**config.mk**
```make
export PLATFORM = sky130hd
export DESIGN_NAME = s_check
export DESIGN_NICKNAME = d
export VERILOG_FILES = /design/src/rtl/s_check.sv
export SDC_FILE = /design/constraint.sdc
export NUM_CORES = 1
export LEC_CHECK = 0
export BUFFER_PORTS_ARGS = -buffer_cell sky130_fd_sc_hd__buf_2
export CAP_MARGIN = 15
export CORE_UTILIZATION = 52
export DETAILED_ROUTE_END_ITERATION = 8
export HOLD_SLACK_MARGIN = 0.03
export MAX_ROUTING_LAYER = met4
export PLACE_DENSITY = 0.69
export SLEW_MARGIN = 20
export SYNTH_ARGS = -nofsm -noshare
export SYNTH_HDL_FRONTEND = slang
export SYNTH_SLANG_ARGS = --single-unit
```
**constraint.sdc**
```tcl
create_clock -name clk -period 5.7 [get_ports clk]
set_input_delay 0.855 -clock clk [delete_from_list [all_inputs] [get_ports clk]]
set_output_delay 0.855 -clock clk [all_outputs]
set_load 0.01 [all_outputs]
```
**src/rtl/s_check.sv**
```systemverilog
// Read-back checker for the 256-byte S memory: scans every address once and reports
// identity, permutation and XOR-checksum results.
module s_check (
  input  logic       clk,
  input  logic       rst,
  input  logic       en,
  output logic       rdy,
  output logic [7:0] addr,
  output logic       wren,
  input  logic [7:0] rddata,
  output logic       res_valid,
  output logic       is_ident,
  output logic       is_perm,
  output logic [7:0] bad_addr,
  output logic [7:0] xor_sum
);

  localparam logic [1:0] StIdle  = 2'd0;
  localparam logic [1:0] StScan  = 2'd1;
  localparam logic [1:0] StDrain = 2'd2;

  logic [1:0]   state_q;
  logic [255:0] seen_q, seen_d;
  logic [7:0]   xor_q, xor_d;
  logic         dup_q, dup_d;
  logic         found_q, found_d;
  logic [7:0]   bad_q, bad_d;
  logic         cap_valid_q;
  logic [7:0]   cap_addr_q;

  assign wren = 1'b0;

  // Fold the sample tagged by cap_addr into the running results.
  always_comb begin
    seen_d  = seen_q;
    xor_d   = xor_q;
    dup_d   = dup_q;
    found_d = found_q;
    bad_d   = bad_q;
    if (cap_valid_q) begin
      xor_d = xor_q ^ rddata;
      if (seen_q[rddata]) dup_d = 1'b1;
      seen_d[rddata] = 1'b1;
      if ((rddata != cap_addr_q) && !found_q) begin
        found_d = 1'b1;
        bad_d   = cap_addr_q;
      end
    end
  end

  always_ff @(posedge clk) begin
    if (rst) begin
      state_q     <= StIdle;
      rdy         <= 1'b1;
      addr        <= 8'd0;
      res_valid   <= 1'b0;
      is_ident    <= 1'b0;
      is_perm     <= 1'b0;
      bad_addr    <= 8'd0;
      xor_sum     <= 8'd0;
      seen_q      <= '0;
      xor_q       <= 8'd0;
      dup_q       <= 1'b0;
      found_q     <= 1'b0;
      bad_q       <= 8'd0;
      cap_valid_q <= 1'b0;
      cap_addr_q  <= 8'd0;
    end else begin
      case (state_q)
        StIdle: begin
          if (en) begin
            state_q     <= StScan;
            rdy         <= 1'b0;
            addr        <= 8'd0;
            res_valid   <= 1'b0;
            seen_q      <= '0;
            xor_q       <= 8'd0;
            dup_q       <= 1'b0;
            found_q     <= 1'b0;
            bad_q       <= 8'd0;
            cap_valid_q <= 1'b0;
          end
        end
        StScan: begin
          seen_q      <= seen_d;
          xor_q       <= xor_d;
          dup_q       <= dup_d;
          found_q     <= found_d;
          bad_q       <= bad_d;
          cap_valid_q <= 1'b1;
          cap_addr_q  <= addr;
          // addr holds at 255 rather than wrapping; the last datum is caught in drain
          if (addr == 8'd255) state_q <= StDrain;
          else                addr    <= addr + 8'd1;
        end
        StDrain: begin
          seen_q      <= seen_d;
          xor_q       <= xor_d;
          dup_q       <= dup_d;
          found_q     <= found_d;
          bad_q       <= bad_d;
          cap_valid_q <= 1'b0;
          is_perm     <= !dup_d;
          is_ident    <= !found_d;
          bad_addr    <= bad_d;
          xor_sum     <= xor_d;
          res_valid   <= 1'b1;
          rdy         <= 1'b1;
          state_q     <= StIdle;
        end
        default: state_q <= StIdle;
      endcase
    end
  end

endmodule

```
==> impl_metrics.toml <==
[run_status]
status = "finished, final reports clean"

[clock_tree]
cts_root_buf = "clkbuf_16"
clk_pin_slew_ps = 60
cts_setup_buffers = 0
cts_sinks = 313
cts_hold_buf = 0
cts_max_path_buffers = 3
cts_resized = 0
cts_buffers = 34
clk-insertion-delay-late_ps = 510
cts_tree = "done"
htree_levels = 2

[synthesis]
syn_avg_cell_area_um2 = 9.20
synth_area_leader_cell = "dfxtp_1"
synthCells = 1381
ys_seq_area_frac = 0.493
ys.flop_type = "dfxtp_1"
synth.net_count = 1396
synth-xor-area-share = 0.0152
yosysMostFrequentCell = "nor2_1"
synthSimpleGateAreaFrac = 0.152
ys_ff_latch = 313
synth_top_family_by_area = "compound AO/OA/AOI/OAI gates"
synth_area_um2 = 12700
synthArstFlopShare = 0
synthMuxAreaShare = 0.139
synth_area_leaders = "dfxtp_1, a21oi_1, mux4_2"
synth-edff-count = 0
synth_cell_types = 51
synth_common_cells = "nor2_1, dfxtp_1, a21oi_1"
synthAdderAreaFrac = 0.00394
yosysWarningCount = 0
synth-compound-area-share = 0.153
synth_top_area_share = 0.493

[detailed_routing]
via_per_inst = 5.96
drt_iter0_drc = 977
wl_mm = 32.5
drt-pass1-iter-count = 6
drc_errors = 0
vias = 10200
ant_nets = 0
wl_per_cell_um = 19.1

[final_layout]
drive_gt1_frac = 0.149
antenna_cells = 0
area_growth_pct = 11.9
stdcell_area_um2 = 14200
fin_nets = 1379
final_util = 0.600

[floorplan]
dieHeight_um = 158
die_x_um = 158
rows = 56
coreArea_um2 = 23700
dieArea_um2 = 25100
num_io_pins = 40
start_util = 0.536

[setup_path]
crit_type = "in -> reg"
arrival_ps = 3740
crit_family = "buffers and inverters"
r2r_start = "state_q[0]$_SDFFE_PP0P_"
endpoint = "dup_q$_SDFFE_PP0P_"
worst-path-buf-inv = 2
worstRegToRegCells = 9
worstReg2RegEnd = "seen_q[179]$_SDFFE_PP0P_"
crit_start = "rddata[2]"
worstPathRequired_ps = 6100
critical_path_depth = 9
worstSetupEndpointType = "register"
max_stage_delay_ps = 600
crit_slowest_cell = "buf_4"
r2r_setup_slack_ps = 2620
crit_chain = "buf_2 -> buf_4 -> nor2_1 -> a22oi_1 -> a31oi_1 -> nor4_1 -> nor3_1 -> o41a_1 -> a32o_1"
critPathLaunchType = "input port"
crit_fanout = 41

[sta]
fmax_ghz = 0.299
slew_viol_final = 0
finalHoldViolations = 0
period_minus_slack_ps = 3340
skew_ps = 20.2
timing.hold.ws_ps = 463
max_slew_margin = 0.267
setup_viol = 0
tns_ps = 0
finalCritPeriodShare = 0.586
tightest_slew_ps = 1100
rsz0062_at_grt = "no"

[run]
drv_cap = 0

[global_route]
grt_start_max_net_pins = 101
grt.total_usage = 0.274
grt_pass1_vias = 9578
antenna_found_initial = 0
grt_pass1_wl_mm = 51.9
overflow = 0

[power]
peakVddDrop_mv = 0.232
powerDensity_nw_per_um2 = 341
leakagePower_uw = 0.00509

[placed_design]
gp_congestion = 0.805
placed_cell_area_um2 = 13100
portBuffers = 38
place_hpwl_mm = 19.3

[min_path]
hp-class = "reg -> reg"
## layout make-up
cell class | instances | area (um^2)
clock inverter | 8 | 68.8
tap | 319 | 399
multi-input combinational | 943 | 6020
timing repair buffer | 66 | 428
inverter | 6 | 22.5
clock buffer | 49 | 998
sequential | 313 | 6270
fill | 2105 | 9480
## where the power goes
group | leakage [uW] | switching (uW) | internal, uW | total (uW)
logic | 0.00204 | 360 | 134 | 495
clock network | 0.000532 | 857 | 1260 | 2110
registers | 0.00252 | 21.2 | 2220 | 2240
total | 0.00509 | 1240 | 3610 | 4850
## state kept, by name, summed over array words and instances (netlist names), 2 cells and up
register and flops:
cap_addr_q 8, addr 8, state_q 2, bad_q 8, xor_q 8, bad_addr 8
seen_q 256, xor_sum 8
## worst reg2reg max path: cells and delay by family (launching register included)
kind,cells,cell delay (ps)
compound gates,2,360
flops,1,370
simple gates,2,910
mux,1,310
fa+ha+maj,1,380
buf+inv,3,670
## kinds of logic (layout without fill, tap and decap cells)
| group | Yosys count | count (layout) |
|---|---|---|
| xor gates and xnor gates | 22 | 22 |
| AOI/OAI and AO/OA | 357 | 357 |
| adders and majority gates | 4 | 4 |
| DFF | 313 | 313 |
| buffers and inverters | 125 | 129 |
| muxes | 100 | 100 |
| and+or+nand+nor | 459 | 459 |
| other | 1 | 1 |
## how the worst min path moves through the flow
stage / from / end / slack (ps) / depth (start not counted)
detailed placement: seen_q[134]$_SDFFE_PP0P_ / seen_q[134]$_SDFFE_PP0P_ / 450 / 2
CTS: seen_q[134]$_SDFFE_PP0P_ / seen_q[134]$_SDFFE_PP0P_ / 460 / 2
global route: seen_q[184]$_SDFFE_PP0P_ / seen_q[184]$_SDFFE_PP0P_ / 480 / 2
finish: seen_q[108]$_SDFFE_PP0P_ / seen_q[108]$_SDFFE_PP0P_ / 460 / 2
global placement: seen_q[34]$_SDFFE_PP0P_ / seen_q[34]$_SDFFE_PP0P_ / 440 / 2
floorplan: seen_q[0]$_SDFFE_PP0P_ / seen_q[0]$_SDFFE_PP0P_ / 430 / 2
## through the flow
| stage | power [uW] | setup WS, ps | std cells |
|---|---|---|---|
| 4_1_cts | 4860 | 2320 | 1703 |
| 6_report | 4850 | 2360 | 1704 |
| 2_1_floorplan | 2620 | 2840 | 1381 |
| 3_3_place_gp | 2760 | 1820 | 1646 |
| 3_5_place_dp | 2770 | 1790 | 1646 |
| 5_1_grt | 5000 | 2080 | 1704 |
## cell usage in the layout (no fill, tap or decap), drive strengths merged, types with 7 or more instances in the layout
cell type,count
nor2,334
dfxtp,313
a21oi,279
buf,66
mux4,61
clkbuf,49
mux2i,35
nor3,32
nand2,30
a211oi,21
xor2,20
o21ai,16
nor2b,13
a22oi,12
nand2b,11
a31oi,10
nand3,9
nor4,9
or3,8
inv,7
## metal layers
metal  wire, um  GRT usage  up-vias
li1           -          -     4787
met1      14700      0.364     4960
met2      15000      0.433      337
met3       2000     0.0384       69
met4        795     0.0856        0
met5          0          -        -
(Power assumes the default switching activity.)
